**config.mk**
```make
export PLATFORM = sky130hd
export DESIGN_NAME = pulse_timing_monitor_flat
export DESIGN_NICKNAME = d
export VERILOG_FILES = /design/src/rtl/ptm_pkg.sv /design/src/rtl/pulse_timing_monitor_if.sv /design/src/rtl/sync_edge_detect.sv /design/src/rtl/pulse_timing_monitor.sv /design/src/flat_wrapper.sv
export SDC_FILE = /design/constraint.sdc
export NUM_CORES = 1
export LEC_CHECK = 0
export ABC_AREA = 1
export CELL_PAD_IN_SITES_DETAIL_PLACEMENT = 2
export CELL_PAD_IN_SITES_GLOBAL_PLACEMENT = 2
export CORE_MARGIN = 8
export CORE_UTILIZATION = 31
export DETAILED_ROUTE_END_ITERATION = 8
export GPL_ROUTABILITY_DRIVEN = 0
export GPL_TIMING_DRIVEN = 1
export PLACE_DENSITY_LB_ADDON = 0.1
export SYNTH_ARGS = -nofsm -noshare
export SYNTH_HDL_FRONTEND = slang
export SYNTH_SLANG_ARGS = --single-unit
```
**constraint.sdc**
```tcl
create_clock -name clk -period 1.78 [get_ports clk]
set_clock_uncertainty 0.05 [all_clocks]
set_input_delay 0.267 -clock clk [delete_from_list [all_inputs] [get_ports clk]]
set_output_delay 0.267 -clock clk [all_outputs]
set_load 0.005 [all_outputs]
```
**src/rtl/ptm_pkg.sv**
```systemverilog
// ptm_pkg: shared types for the pulse timing monitor.
// Result fields are PTM_CNT_W wide; narrower monitors zero-extend into them.
package ptm_pkg;
  localparam int PTM_CNT_W = 16;
  typedef enum logic [1:0] {IDLE, ARM, HIGH, LOW} ptm_state_e;
  typedef struct packed {
    logic [PTM_CNT_W-1:0] phase;
    logic [PTM_CNT_W-1:0] ton;
    logic [PTM_CNT_W-1:0] toff;
    logic                 overflow;
  } ptm_result_t;
endpackage

```
**src/rtl/pulse_timing_monitor_if.sv**
```systemverilog
// pulse_timing_monitor_if: valid/ready result port of the pulse timing monitor
interface pulse_timing_monitor_if
  import ptm_pkg::*;
#(
  parameter int CNT_W = PTM_CNT_W
);
  logic             meas_valid;
  logic             meas_ready;
  logic [CNT_W-1:0] phase_cnt;
  logic [CNT_W-1:0] ton_cnt;
  logic [CNT_W-1:0] toff_cnt;
  logic             overflow;
  logic             overrun;
  modport master (output meas_valid, phase_cnt, ton_cnt, toff_cnt, overflow, overrun, input meas_ready);
  modport slave (input meas_valid, phase_cnt, ton_cnt, toff_cnt, overflow, overrun, output meas_ready);
endinterface

```
**src/rtl/sync_edge_detect.sv**
```systemverilog
// sync_edge_detect: multi-flop synchronizer with edge detection on the synchronized level
module sync_edge_detect #(
  parameter int SYNC_STAGES = 2
) (
  input  logic clk,
  input  logic rst_n,
  input  logic d_async,
  output logic level,
  output logic rise,
  output logic fall
);
  logic [SYNC_STAGES-1:0] sync_q, sync_d;
  logic prev_q, prev_d;
  always_comb begin
    sync_d = {sync_q[SYNC_STAGES-2:0], d_async};
    prev_d = sync_q[SYNC_STAGES-1];
  end
  always_ff @(posedge clk or negedge rst_n) begin
    if (!rst_n) begin
      sync_q <= '0;
      prev_q <= 1'b0;
    end else begin
      sync_q <= sync_d;
      prev_q <= prev_d;
    end
  end
  assign level = sync_q[SYNC_STAGES-1];
  assign rise  = level & ~prev_q;
  assign fall  = ~level & prev_q;
endmodule

```
**src/rtl/pulse_timing_monitor.sv**
```systemverilog
// pulse_timing_monitor: measures phase, high time and low time of an asynchronous waveform
// in clk cycles and posts each result on a valid/ready port (CNT_W must not exceed PTM_CNT_W).
module pulse_timing_monitor
  import ptm_pkg::*;
#(
  parameter int CNT_W       = PTM_CNT_W,
  parameter int SYNC_STAGES = 2
) (
  input  logic clk,
  input  logic rst_n,
  input  logic start,
  input  logic stop,
  input  logic cont,
  input  logic sig_in,
  output logic busy,
  pulse_timing_monitor_if.master m
);
  localparam logic [CNT_W-1:0] CNT_MAX = '1;
  ptm_state_e       state_q, state_d;
  logic [CNT_W-1:0] cnt_q, cnt_d;
  logic             cont_q, cont_d, ovf_q, ovf_d, valid_q, valid_d, overrun_q, overrun_d;
  ptm_result_t      bld_q, bld_d, res_q, res_d;
  logic             rise, fall, lvl_unused, sat, accept, post;

  sync_edge_detect #(.SYNC_STAGES(SYNC_STAGES)) u_sync (
    .clk(clk), .rst_n(rst_n), .d_async(sig_in), .level(lvl_unused), .rise(rise), .fall(fall)
  );

  function automatic logic [PTM_CNT_W-1:0] ext(input logic [CNT_W-1:0] v);
    return PTM_CNT_W'(v);
  endfunction

  // Counter starts at 1 on accept so the captured phase is the distance from the accept cycle
  always_comb begin
    sat       = cnt_q == CNT_MAX;
    accept    = state_q == IDLE && start && !stop;
    post      = 1'b0;
    state_d   = state_q;
    cnt_d     = sat ? cnt_q : cnt_q + CNT_W'(1);
    cont_d    = cont_q;
    ovf_d     = ovf_q | (sat && state_q != IDLE);
    bld_d     = bld_q;
    case (state_q)
      IDLE: if (accept) begin
        state_d = ARM;
        cnt_d   = CNT_W'(1);
        cont_d  = cont;
        ovf_d   = 1'b0;
        bld_d   = '0;
      end
      ARM: if (rise) begin
        state_d     = HIGH;
        cnt_d       = CNT_W'(1);
        ovf_d       = ovf_q;
        bld_d.phase = ext(cnt_q);
      end
      HIGH: if (fall) begin
        state_d   = LOW;
        cnt_d     = CNT_W'(1);
        ovf_d     = ovf_q;
        bld_d.ton = ext(cnt_q);
      end
      LOW: if (rise) begin
        post        = 1'b1;
        state_d     = cont_q ? HIGH : IDLE;
        cnt_d       = CNT_W'(1);
        ovf_d       = 1'b0;
        bld_d.phase = '0;
      end
    endcase
    if (stop && state_q != IDLE) begin
      state_d = IDLE;
      post    = 1'b0;
    end
    res_d     = post ? '{phase: bld_q.phase, ton: bld_q.ton, toff: ext(cnt_q), overflow: ovf_q} : res_q;
    valid_d   = post | (valid_q & ~m.meas_ready);
    overrun_d = !accept && (overrun_q || (post && valid_q && !m.meas_ready));
  end

  always_ff @(posedge clk or negedge rst_n) begin
    if (!rst_n) begin
      state_q   <= IDLE;
      cnt_q     <= '0;
      cont_q    <= 1'b0;
      ovf_q     <= 1'b0;
      bld_q     <= '0;
      res_q     <= '0;
      valid_q   <= 1'b0;
      overrun_q <= 1'b0;
    end else begin
      state_q   <= state_d;
      cnt_q     <= cnt_d;
      cont_q    <= cont_d;
      ovf_q     <= ovf_d;
      bld_q     <= bld_d;
      res_q     <= res_d;
      valid_q   <= valid_d;
      overrun_q <= overrun_d;
    end
  end

  assign busy         = state_q != IDLE;
  assign m.meas_valid = valid_q;
  assign m.phase_cnt  = res_q.phase[CNT_W-1:0];
  assign m.ton_cnt    = res_q.ton[CNT_W-1:0];
  assign m.toff_cnt   = res_q.toff[CNT_W-1:0];
  assign m.overflow   = res_q.overflow;
  assign m.overrun    = overrun_q;
endmodule

```
**src/flat_wrapper.sv**
```systemverilog
// flat-port wrapper written by rule: the top's interface ports become plain ports
module pulse_timing_monitor_flat import ptm_pkg::*;
#(
  parameter int CNT_W       = PTM_CNT_W,
  parameter int SYNC_STAGES = 2
)
  (clk, rst_n, start, stop, cont, sig_in, busy, m_meas_valid, m_phase_cnt, m_ton_cnt, m_toff_cnt, m_overflow, m_overrun, m_meas_ready);
  pulse_timing_monitor_if #(.CNT_W(CNT_W)) m_i ();
  input  logic clk;
  input  logic rst_n;
  input  logic start;
  input  logic stop;
  input  logic cont;
  input  logic sig_in;
  output logic busy;
  output wire logic [$bits(m_i.meas_valid)-1:0] m_meas_valid;
  output wire logic [$bits(m_i.phase_cnt)-1:0] m_phase_cnt;
  output wire logic [$bits(m_i.ton_cnt)-1:0] m_ton_cnt;
  output wire logic [$bits(m_i.toff_cnt)-1:0] m_toff_cnt;
  output wire logic [$bits(m_i.overflow)-1:0] m_overflow;
  output wire logic [$bits(m_i.overrun)-1:0] m_overrun;
  input wire logic [$bits(m_i.meas_ready)-1:0] m_meas_ready;
  assign m_meas_valid = m_i.meas_valid;
  assign m_phase_cnt = m_i.phase_cnt;
  assign m_ton_cnt = m_i.ton_cnt;
  assign m_toff_cnt = m_i.toff_cnt;
  assign m_overflow = m_i.overflow;
  assign m_overrun = m_i.overrun;
  assign m_i.meas_ready = m_meas_ready;
  pulse_timing_monitor #(.CNT_W(CNT_W), .SYNC_STAGES(SYNC_STAGES)) u_core (.clk(clk), .rst_n(rst_n), .start(start), .stop(stop), .cont(cont), .sig_in(sig_in), .busy(busy), .m(m_i));
endmodule
```
==> results by group, run 1 <==
Setup path
  • Worst-path maximum fanout: 8
  • Critical Path RT: about 2.0 ns
  • CP Launch Type: register
  • Worst setup path start: u_core.state_q[1]$_DFFE_PN0P_
  • CP max-delay cell: dfrtp_1
  • Crit path DAT: 1.91 ns
  • CP Capture Type: register
  • Critical path type: register to register
  • Cells along the critical path: inv_2 -> ha_4 -> buf_6 -> o21ai_2 -> a21oi_2 -> buf_6 -> buf_12 -> buf_12 -> nand3_1 -> o21ai_0
  • Worst reg2reg path startpoint: u_core.state_q[1]$_DFFE_PN0P_
  • Crit path largest cell delay: 0.42 ns

STA
  • Max Clk Rate: between 0.5 and 0.6 GHz
  • Setup TNS: 0 ns
  • Unrepaired setup endpoints after global routing: true
  • Normalized max-slew margin: just under 70%
  • Final hold violations: 0
  • Fin crit period: 1.73 ns
  • Worst Tran Pin Value: 0.462 ns
  • Tcrit/Tclk final: 97.2%
  • Final Setup Violations: 0
  • Max Transition Viols Final: 0

Global route
  • Number of global-route vias before repair: about 4000
  • Congestion Overflow GR: 0
  • Initial antenna violation count: 0
  • Largest net degree at the start of global routing: 48
  • Total GRT Usage: between 10 and 15%
  • First-pass GRT wire length: 21600 um

Logic synthesis
  • Main area contributors after synthesis: dfrtp_1, nand2_1, o21ai_0
  • Most area-hungry cell type in the Yosys netlist: dfrtp_1
  • FF+latch count, synth: 106
  • Area fraction of the dominant cell type after synthesis: a little under three fifths
  • Distinct cells, synth: 34
  • Syn Area/Cell: 9.79 sq um
  • Synthesis warning total: 0
  • Synth Flop Type: dfrtp_1
  • Syn Inst Count: around 470
  • EDFF count, synth: 0
  • Mapped Area: 4610 sq um
  • Syn_nets: 484
  • Sequential cell area fraction in the yosys report: a little under three fifths
  • Async SR Flop Fraction: 100%

Outcome
  • Outcome: finished clean

Pwr
  • Power density over cell area: 1240 nW/um^2
  • Static leakage: 2.82 nW
  • VDD IR-drop max: 0.513 mV

CTS
  • Num CTS Buffers: 9
  • Clock sink count: 106
  • CTS root buf: clkbuf_16
  • Htree depth: 3
  • CTS tree: yes
  • Clk_lat worst skew: 0.35 ns
  • Clock tree buffer depth: 2
  • Clk slew on worst S/H paths: 0.07 ns

Floorplanning
  • Top Ports: 59
  • Core Rows: 44
  • Die area: 19000 sq um
  • Die Wd: 138 um
  • Die height: 138 um
  • Starting Density: 31.7%
  • Core Area: 14500 sq um

Final layout
  • Layout area overhead: 35.1%
  • Ant. Diodes: 0
  • Nets: 581
  • Layout cells sized above 1: between 20% and 30%
  • Final instance area: 6230 sq um

Routing
  • 1st-pass router iterations: 4
  • DRT Wirelength: 13700 um
  • 1st-iter DRT viols: 192
  • Vias after detailed routing: 3669
  • Wire per inst: between 15 and 20 um
  • Vias per cell: 4.85
  • Drc violations: 0
  • Final ANT Viol Nets: 0

Min path
  • Hold_sp: sig_in
  • Worst hold path type: input pin to register

Placement
  • DPL Wire Length: between 9000 and 10000 um
  • Dpl cell area: between 5000 and 6000 sq um
  • IO buf count: slightly below 60

Job
  • Maxcap violations: 0
-- path summary, 6_finish.rpt --
check	end	slack (ns)	cells past startpoint
worst max-delay path	u_core.bld_q[43]$_DFFE_PN0P_	0.05	10
worst min-delay path	u_core.u_sync.sync_q[0]$_DFF_PN0_	0.30	1
worst max register to register	u_core.bld_q[43]$_DFFE_PN0P_	0.05	10
worst min register to register	u_core.u_sync.sync_q[1]$_DFF_PN0_	0.31	0
max in group asynchronous	u_core.cnt_q[2]$_DFF_PN0_	0.70	3
min in group asynchronous	u_core.m.phase_cnt[13]$_DFFE_PN0P_	0.35	2
-- cell usage after synthesis (all sizes together), types with 2 or more instances --
library cell / instances
nor2: 30
o211ai: 2
xor2: 4
nand2: 96
o31ai: 16
o21ai: 61
mux2: 17
inv: 58
nand4: 4
nor3: 8
nand3: 30
a21oi: 8
dfrtp: 106
buf: 14
clkbuf: 6
ha: 6
-- worst max-delay path, delay by kind of cell, from the launching register on --
kind	cells	cell delay [ns]
flip-flops	1	0.42
AO/OA/AOI/OAI	3	0.26
AND/OR/NAND/NOR	1	0.07
buffers and inverters	5	0.61
adder cells (fa/ha/maj)	1	0.19
-- what timing repair did --
action                                 CTS  global route
hold buffers                             1             0
gates resized for setup                 11            36
endpoints found under the hold margin   29             0
setup buffers                            2             6
pin swaps                                0             2
setup endpoints to repair               60            34
gates cloned                             2             1
-- placed cells by master (no fill, tap or decap), drive strengths merged --
cell type and instances:
nor3 8, and2 1, ha 6, o211ai 2
dlygate4sd3 1, mux2 17, nor2 30, buf 47
clkdlybuf4s50 56, clkinvlp 2, nand3 30, o21ai 61
o22ai 1, a31oi 1, xor2 4, nand2 96
inv 59, clkinv 2, dfrtp 106, o31ai 16
clkdlybuf4s15 1, nand4 4, a22oi 1, o21bai 1
a21oi 8, bufinv 2, clkbuf 10
-- layout make-up --
| cell class | count | area, sq um |
|---|---|---|
| Clock inverter | 7 | 101 |
| Clock buffer | 9 | 225 |
| Inverter | 58 | 225 |
| Multi-Input combinational cell | 287 | 1700 |
| Fill cell | 1533 | 8310 |
| Sequential cell | 106 | 2650 |
| Timing Repair Buffer | 106 | 1090 |
| Tap cell | 184 | 230 |
-- flip-flops by register name (all words and copies together) (netlist names), 2 cells and up --
signal and count:
u_core.state_q 2, u_core.cnt_q 16, u_core.m.toff_cnt 16, u_core.m.phase_cnt 16, u_core.m.ton_cnt 16, u_core.u_sync.sync_q 2, u_core.bld_q 32
-- per-stage QoR --
stage	total power, W	hold WS [ns]	utilization [%]	setup WS [ns]	std cells
after floorplan	0.00392	-0.0786	-	0.0416	471
after global placement	0.00475	0.198	38.6	0.0358	729
after detailed placement	0.00483	0.202	38.6	-0.0755	729
after CTS	0.00748	0.287	41.7	-0.00801	750
after global routing	0.00817	0.307	42.8	-0.0745	757
final	0.00774	0.299	42.8	0.0497	757
-- power by group --
group	internal [W]	switching (W)	leakage (nW)
Clock	0.00124	0.000959	0.152
Sequential	0.00262	0.000136	1.46
Combinational	0.00128	0.00151	1.21
Total	0.00514	0.00260	2.82
-- per-layer routing --
metal	share of wire (%)	track usage [%]
met2	52	25.7
met1	43	18.1
met4	1.5	5.55
met5	0	0
met3	3.5	2.57
-- logic make-up after synthesis --
group / Yosys count / synth area share (%)
flip-flops: 106 / 57.5
AND/OR/NAND/NOR: 169 / 16.0
multiplexers: 17 / 5.29
AO/OA/AOI/OAI: 91 / 11.2
buffers and inverters: 78 / 7.63
XOR/XNOR: 4 / 0.760
adder cells (fa/ha/maj): 6 / 1.63
(Power assumes the default switching activity.)
==> inputs of run 2 (changes only) <==
--- a/config.mk
+++ b/config.mk
@@ -12,7 +12,7 @@
 export CORE_UTILIZATION = 31
 export DETAILED_ROUTE_END_ITERATION = 8
 export GPL_ROUTABILITY_DRIVEN = 0
-export GPL_TIMING_DRIVEN = 1
+export GPL_TIMING_DRIVEN = 0
 export PLACE_DENSITY_LB_ADDON = 0.1
 export SYNTH_ARGS = -nofsm -noshare
 export SYNTH_HDL_FRONTEND = slang
==> results by group, run 2 (synthesis results as in run 1) <==
CTS
  • Clock sink count: 106 (unchanged)
  • Clk_lat worst skew: 0.36 ns (about the same)
  • Htree depth: 3 (unchanged)
  • Num CTS Buffers: 9 (unchanged)
  • CTS root buf: clkbuf_16
  • Clk slew on worst S/H paths: 0.07 ns (about the same)
  • Clock tree buffer depth: 2 (unchanged)
  • CTS tree: yes

STA
  • Max Clk Rate: 0.570 GHz (-1.5%)
  • Final Setup Violations: 0 (unchanged)
  • Tcrit/Tclk final: 98.6% (+1.4 points)
  • Fin crit period: 1.76 ns (+0.0255 ns)
  • Setup TNS: 0 ns (unchanged)
  • Unrepaired setup endpoints after global routing: true
  • Final hold violations: 0 (unchanged)
  • Worst Tran Pin Value: 0.630 ns (+0.167 ns)
  • Normalized max-slew margin: 58.0% (-11 points)
  • Max Transition Viols Final: 0 (unchanged)

Pwr
  • VDD IR-drop max: 0.673 mV (+31%)
  • Static leakage: 2.81 nW (-0.16%)
  • Power density over cell area: 1260 nW/um^2 (+1.6%)

Final layout
  • Top reg by flops: u_core.bld_q
  • Nets: 576 (-0.86%)
  • Layout cells sized above 1: 22.0% (+2.0 points)
  • Fill count: 1544 (+0.72%)
  • Most frequent cells in the layout: dfrtp_1, nand2_1, clkdlybuf4s50_1
  • Ant. Diodes: 0 (unchanged)
  • Layout area overhead: 37.1%
  • Most common cell after layout, fill and taps aside: dfrtp_1
  • Post-Layout Cell Count: 751 (-0.79%)
  • Largest register FFs: 32 (unchanged)

Global route
  • First-pass GRT wire length: 22400 um (+3.6%)
  • Initial antenna violation count: 0 (unchanged)
  • Total GRT Usage: 15.3% (+0.48 points)
  • Congestion Overflow GR: 0 (unchanged)
  • Number of global-route vias before repair: 4045 (+2.2%)
  • Largest net degree at the start of global routing: 62 (+29%)

Outcome
  • Outcome: finished clean

Floorplanning
  • Starting Density: 31.7% (unchanged)
  • Core Area: 14500 sq um (unchanged)
  • Die area: 19000 sq um (unchanged)
  • Die Wd: 138 um (unchanged)
  • Core Rows: 44 (unchanged)
  • Die height: 138 um (unchanged)
  • Top Ports: 59 (unchanged)

Min path
  • Worst hold path type: input pin to register

Routing
  • 1st-iter DRT viols: 154 (-20%)
  • Wire per inst: 18.9 um (+4.1%)
  • 1st-pass router iterations: 4 (unchanged)
  • Final ANT Viol Nets: 0 (unchanged)
  • DRT Wirelength: 14200 um (+3.3%)
  • Vias per cell: 4.89 (+0.83%)
  • Vias after detailed routing: 3670 (+0.027%)
  • Drc violations: 0 (unchanged)

Setup path
  • Crit path DAT: 1.98 ns (+0.07 ns)
  • Critical Path RT: 2.00 ns (+0.04 ns)
  • Critical path type: register to register
  • CP Launch Type: register
  • Worst-path maximum fanout: 7 (-1)
  • CP Capture Type: register

Placement
  • DPL Wire Length: 9900 um (+0.52%)
  • Dpl cells: 714 (-2.1%)
  • IO buf count: 58 (unchanged)

Job
  • Maxcap violations: 0 (unchanged)
## run 2: per-stage QoR
stage / hold slack (ns) / instance area [sq um] / setup slack [ns] / power, W / utilization [%]
3_5_place_dp: 0.274 / 5450 / -0.421 / 0.00472 / 37.5
3_3_place_gp: 0.283 / 5420 / -3.80 / 0.00466 / 37.3
2_1_floorplan: -0.0786 / 4610 / 0.0416 / 0.00392 / -
4_1_cts: 0.287 / 6030 / -0.000246 / 0.00749 / 41.5
5_1_grt: 0.291 / 6320 / -0.0587 / 0.00844 / 43.5
6_report: 0.297 / 6320 / 0.0242 / 0.00798 / 43.5
## run 2: critical path: stages (launching register included)
cell,delay [ns]
dfrtp_1,0.37
inv_2,0.08
buf_12,0.13
ha_4,0.16
inv_4,0.06
nand2_4,0.07
nand2_4,0.07
o21ai_2,0.05
a21oi_2,0.13
buf_6,0.18
buf_8,0.14
nand3_2,0.08
o21ai_1,0.11
## run 2: layer usage
layer  wire length [um]  GRT usage [%]  part of all wire, %  vias up
met5                  0              0                    0        -
met4                211           4.66                  1.5        0
met3                536           3.19                  3.8       15
met2               7110           25.4                   50       51
met1               6320           19.7                   45     1882
li1                   -              -                    -     1722
## run 2: layout make-up
class	count	area [sq um]	area share (%)
sequential	106	2660	42.0
multi-input combinational	287	1810	28.7
timing repair buffer	83	905	14.3
inverter	58	230	3.64
clock buffer	10	229	3.62
clock inverter	5	78.8	1.25
buffer	18	180	2.85
tap	184	230	3.64
## run 2: report_power, final
| group | leakage (nW) | switching [W] | total, W | internal [W] |
|---|---|---|---|---|
| combinational | 1.20 | 0.00168 | 0.00307 | 0.00139 |
| clock | 0.153 | 0.000913 | 0.00214 | 0.00123 |
| sequential | 1.46 | 0.000149 | 0.00277 | 0.00262 |
| total | 2.81 | 0.00275 | 0.00798 | 0.00524 |
## run 2: repair_timing
action | CTS | global route
resized for setup | 49 | 46
setup buffers | 10 | 9
hold buffers | 1 | 0
pin swaps | 2 | 3
cloned | 1 | 3
endpoints found under the hold margin | 45 | 0
endpoints found under the setup margin | 103 | 92
## run 2: worst paths after layout
path / from / end / slack [ns] / cells after the start
max in group asynchronous: rst_n / u_core.ovf_q$_DFFE_PN0P_ / 0.53 / 3
min in group asynchronous: rst_n / u_core.m.phase_cnt[14]$_DFFE_PN0P_ / 0.43 / 2
hold / removal: sig_in / u_core.u_sync.sync_q[0]$_DFF_PN0_ / 0.30 / 1
setup / recovery: u_core.state_q[1]$_DFFE_PN0P_ / u_core.bld_q[41]$_DFFE_PN0P_ / 0.02 / 12
setup reg to reg: u_core.state_q[1]$_DFFE_PN0P_ / u_core.bld_q[41]$_DFFE_PN0P_ / 0.02 / 12
hold reg to reg: u_core.u_sync.sync_q[0]$_DFF_PN0_ / u_core.u_sync.sync_q[1]$_DFF_PN0_ / 0.30 / 0
